[src/rtl/inst_predecode_queue.sv]
// Instruction buffer: assembles NSHIFT-bit beats into INST_BITS words, predecodes
// them and queues them for the decoder. Predecode fields assume a 16-bit encoding.
module inst_predecode_queue #(
    parameter int unsigned NSHIFT    = 2,
    parameter int unsigned INST_BITS = 16,
    parameter int unsigned DEPTH     = 4
) (
    input  logic                       clk,
    input  logic                       reset,
    input  logic                       in_valid,
    input  logic [NSHIFT-1:0]          in_data,
    output logic                       in_ready,
    input  logic                       flush,
    output logic                       inst_valid,
    output logic [INST_BITS-1:0]       inst,
    input  logic                       inst_done,
    output logic                       pd_wide,
    output logic                       pd_branch,
    output logic                       pd_jump,
    output logic [$clog2(DEPTH+1)-1:0] count,
    output logic                       full,
    output logic                       partial
);
    localparam int unsigned BEATS = INST_BITS / NSHIFT;
    localparam int unsigned BW    = (BEATS > 1) ? $clog2(BEATS) : 1;
    localparam int unsigned PW    = $clog2(DEPTH);
    localparam int unsigned CW    = $clog2(DEPTH + 1);
    localparam int unsigned EW    = INST_BITS + 3;

    logic [BW-1:0]        r_beat;
    logic [INST_BITS-1:0] r_shift;
    logic [PW-1:0]        r_head;
    logic [PW-1:0]        r_tail;
    logic [CW-1:0]        r_count;
    logic [EW-1:0]        r_mem [DEPTH];

    logic [INST_BITS-1:0] w_word;
    logic                 w_wide;
    logic                 w_branch;
    logic                 w_jump;
    logic                 w_accept;
    logic                 w_last;
    logic                 w_push;
    logic                 w_pop;
    logic [EW-1:0]        w_head;

    assign full     = (r_count == CW'(DEPTH));
    assign in_ready = !full;
    assign count    = r_count;
    assign partial  = (r_beat != '0);

    assign w_accept = in_valid && in_ready && !flush;
    assign w_last   = (r_beat == BW'(BEATS - 1));
    assign w_push   = w_accept && w_last;
    assign w_pop    = inst_done && inst_valid && !flush;

    // Current word with this cycle's beat merged in, plus its predecode bits
    always_comb begin
        w_word = r_shift;
        w_word[r_beat * NSHIFT +: NSHIFT] = in_data;

        w_branch = (w_word[15:12] == 4'b0000);
        w_jump   = !w_word[15] && !w_word[14] && (w_word[13] || w_word[12]) &&
                   !w_word[11] && !w_word[10] && !w_word[7] && (w_word[9:8] == 2'b00);

        w_wide = 1'b1;
        if (w_word[15]) begin
            w_wide = 1'b0;
        end else if (w_word[14]) begin
            w_wide = 1'b1;
        end else if (w_word[13]) begin
            // only mov pc,src is wide among the aaa[2] group
            w_wide = (w_word[15:6] == 10'b0010000000);
        end
    end

    always_ff @(posedge clk or negedge reset) begin
        if (!reset) begin
            r_beat  <= '0;
            r_shift <= '0;
            r_head  <= '0;
            r_tail  <= '0;
            r_count <= '0;
        end else if (flush) begin
            r_beat  <= '0;
            r_head  <= '0;
            r_tail  <= '0;
            r_count <= '0;
        end else begin
            if (w_accept) begin
                r_shift <= w_word;
                r_beat  <= w_last ? '0 : r_beat + BW'(1);
            end
            if (w_push) begin
                r_tail <= r_tail + PW'(1);
            end
            if (w_pop) begin
                r_head <= r_head + PW'(1);
            end
            case ({w_push, w_pop})
                2'b10:   r_count <= r_count + CW'(1);
                2'b01:   r_count <= r_count - CW'(1);
                default: r_count <= r_count;
            endcase
        end
    end

    // Storage needs no reset: entries are only visible through r_count
    always_ff @(posedge clk) begin
        if (w_push && !flush) begin
            r_mem[r_tail] <= {w_wide, w_branch, w_jump, w_word};
        end
    end

    assign w_head     = r_mem[r_head];
    assign inst_valid = (r_count != '0);
    assign inst       = inst_valid ? w_head[INST_BITS-1:0] : '0;
    assign pd_jump    = inst_valid && w_head[INST_BITS];
    assign pd_branch  = inst_valid && w_head[INST_BITS+1];
    assign pd_wide    = inst_valid && w_head[INST_BITS+2];

endmodule

[config.mk]
export PLATFORM = sky130hd
export DESIGN_NAME = inst_predecode_queue
export DESIGN_NICKNAME = d
export VERILOG_FILES = /design/src/rtl/inst_predecode_queue.sv
export SDC_FILE = /design/constraint.sdc
export NUM_CORES = 1
export LEC_CHECK = 0
export BUFFER_PORTS_ARGS = -buffer_cell sky130_fd_sc_hd__buf_2
export CORE_MARGIN = 1.5
export CORE_UTILIZATION = 64
export DETAILED_ROUTE_END_ITERATION = 16
export PLACE_DENSITY = 0.86
export RECOVER_POWER = 25
export SETUP_SLACK_MARGIN = 0.15
export SLEW_MARGIN = 40
export SYNTH_ARGS = -nofsm -noshare
export SYNTH_HDL_FRONTEND = slang
export SYNTH_SLANG_ARGS = --single-unit
export TNS_END_PERCENT = 1
[constraint.sdc]
create_clock -name clk -period 5.37 [get_ports clk]
set_clock_uncertainty 0.05 [all_clocks]
set_input_delay 0 -clock clk [delete_from_list [all_inputs] [get_ports clk]]
set_output_delay 0 -clock clk [all_outputs]
set_load 0.05 [all_outputs]
==> flow_summary.toml <==
[run_status]
status = "complete, but fails checks"
violations = "max-capacitance violations, max-slew violations"

[timing]
fin_crit_sh_pct = 60.5
slew_violations = 22
max_freq_ghz = 0.308
slew_headroom_pct = -21.7
rsz0062_at_grt = "no"
tightest_slew_ps = 1820
fin_hold_ws_ps = 48.2
setup_violations = 0
hold_viol_final = 0
min_period_ps = 3250
setup_tns_ps = 0

[power]
irDropWorstVdd_mv = 0.160
p_comb_share_pct = 10.1
clockPowerShare_pct = 31.3
swShare_pct = 24.3
p_sw_uw = 375
pwr_density_cell_nw_per_um2 = 305
internal_power_uw = 1170
seqPwrFrac_pct = 58.5
p_leak_uw = 0.00184

[routing]
drc = 0
drtAntennaViolNets = 0
vias_per_cell = 6.00
vias = 2590
dr.pass1.iters = 4
drtIter0Drc = 237
wl_um = 8240
wl_per_cell_um = 19.1

[setup_path]
crit_slowest_cell = "nor4b_1"
startpoint_type = "flip-flop"
worstPathArrival_ps = 3280
critical_path_required_ps = 5400
criticalPathCategory = "reg2reg"
cp_cell_sequence = "inv_1 > ha_1 > ha_1 > nor4b_1 > nand3_1 > a221oi_1 > nor4b_1"
path_max_fanout = 12
end_kind = "flip-flop"
worst_path_largest_cell_delay_ps = 590

[cts]
clockBufferDepth = 2
cts_resized = 0
htree_num_levels = 3
cts-root-buf = "clkbuf_8"
cts_made_buffers = 9
cts_tree = "built"
clk-insertion-delay-late_ps = 360
clk_pin_slew_ps = 100
clkSinkCount = 102

[logic_synthesis]
synth_top_area_share_pct = 49.9
synth_area_leader_cell = "edfxtp_1"
synth_area_leaders = "edfxtp_1 (50%), dfrtp_1 (14%), mux4_2 (9.3%)"
yosysSeqAreaShare_pct = 64.1
synthTopCellsByCount = "edfxtp_1 (76), dfrtp_1 (26), and2_1 (21)"
ys_types = 42
ys_ff_latch = 102
synthArstFlopShare_pct = 25.5
synth_nets = 310
synth-edff-count = 76
synth.avg_cell_area_um2 = 15.7
synth_most_common_cell = "edfxtp_1"
yosys_most_used_dff = "edfxtp_1"
syn_area_um2 = 4580
synth_cells = 291
yosys_warnings = 0

[placed_design]
placement.io_buffers = 32
dp_hpwl_um = 5240
gp_congestion = 0.835
postPlaceCellArea_um2 = 4840

[finish]
fin_area_um2 = 5060
diodes = 0
fin_nets = 350
syn_to_final_growth_pct = 10.5
layout-drive-gt1-share_pct = 21.1

[global_route]
overflow = 0
grt_pass1_vias = 2734
grt_max_degree = 27
grt_pass1_wl_um = 14000
grtUsageTotal_pct = 25.0
antenna_found_initial = 0

[die]
dieArea_um2 = 7670
die_y_um = 87.6
initial_utilization_pct = 66.6
die_x_um = 87.6
io-pin-count = 33
core-area_um2 = 6870
rows = 30

[min_path]
hold_path.class = "in2reg"

[flow_run]
drv_cap = 1
==> per-stage QoR <==
step	instances	utilization [%]	setup WS [ps]	total power [uW]
2_1_floorplan	291	-	2090	1030
3_3_place_gp	410	70.3	2410	1070
3_5_place_dp	410	70.4	2180	1070
4_1_cts	432	74.1	2140	1550
5_1_grt	432	73.6	1680	1610
6_report	432	73.6	2120	1540
==> logic make-up after synthesis <==
family | after synthesis | share of synthesized area, %
adder cells (fa/ha/maj) | 12 | 3.44
multiplexers | 43 | 15.3
flip-flops | 102 | 64.1
XOR/XNOR | 7 | 1.34
buffers and inverters | 22 | 1.83
AND/OR/NAND/NOR | 84 | 10.7
AO/OA/AOI/OAI | 21 | 3.31
==> metal layers <==
| metal | GRT usage [%] | vias up | share of wire [%] |
|---|---|---|---|
| li1 | - | 1186 | - |
| met1 | 35.3 | 1310 | 43 |
| met2 | 40.3 | 81 | 50 |
| met3 | 4.52 | 13 | 5.1 |
| met4 | 8.37 | 0 | 1.6 |
| met5 | 0 | - | 0 |
==> registers in the layout, summed over array words and instances (netlist names) <==
| signal | cells |
|---|---|
| count | 3 |
| r_beat | 3 |
| r_tail | 2 |
| r_head | 2 |
| r_shift | 16 |
| r_mem | 76 |
==> cells in the final DEF (no fill, tap or decap), types with 3 or more instances in the layout <==
cell type,instances
a21oi_1,7
a22o_1,3
and2_1,21
and3_2,4
buf_2,6
clkbuf_1,28
clkbuf_8,9
dfrtp_1,25
dlygate4sd3_1,6
edfxtp_1,76
ha_1,11
inv_1,11
mux2_2,18
mux2i_1,4
mux4_2,19
nand2_1,9
nand3_1,8
nor2_1,14
nor2b_1,6
nor3b_1,3
o31ai_1,3
or2_2,3
xnor2_1,4
xor2_1,3
==> repair_timing <==
item	CTS	global route
hold endpoints to repair	37	0
hold buffers	6	0
setup buffers	0	0
==> path summary, 6_finish.rpt <==
| kind | slack (ps) | depth (start not counted) | start | to |
|---|---|---|---|---|
| max in group asynchronous | 3880 | 2 | reset | r_head[1]$_DFFE_PN0P_ |
| worst max register to register | 2120 | 7 | r_beat[0]$_DFFE_PN0P_ | r_mem[3][16]$_DFFE_PP_ |
| min in group asynchronous | 460 | 2 | reset | count[1]$_DFFE_PN0P_ |
| worst min register to register | 470 | 1 | r_shift[4]$_DFFE_PN0P_ | r_shift[4]$_DFFE_PN0P_ |
| worst min-delay path | 50 | 2 | in_data[1] | r_mem[0][9]$_DFFE_PP_ |
| worst max-delay path | 2120 | 7 | r_beat[0]$_DFFE_PN0P_ | r_mem[3][16]$_DFFE_PP_ |
==> worst max-delay path, delay by kind of cell (launching register included) <==
kind	cells	cell delay, ps
AND/OR/NAND/NOR	3	1200
adder cells (fa/ha/maj)	2	650
flip-flops	1	520
AO/OA/AOI/OAI	1	390
buffers and inverters	1	170
==> final cells by class <==
type	instances	area [um^2]
Tap cell	96	120
Fill cell	465	1810
Multi-Input combinational cell	167	1570
Sequential cell	102	2930
Timing Repair Buffer	40	199
Clock inverter	6	68.8
Clock buffer	10	128
Inverter	11	41.3
==> power groups by stage <==
stage	Sequential [uW]	Combinational [uW]	Clock, uW
floorplan	917	113	0
finish	904	156	484
global placement	920	147	0
CTS	904	156	487
detailed placement	921	152	0
global route	907	177	524
Power figures use the tool's default switching activity.
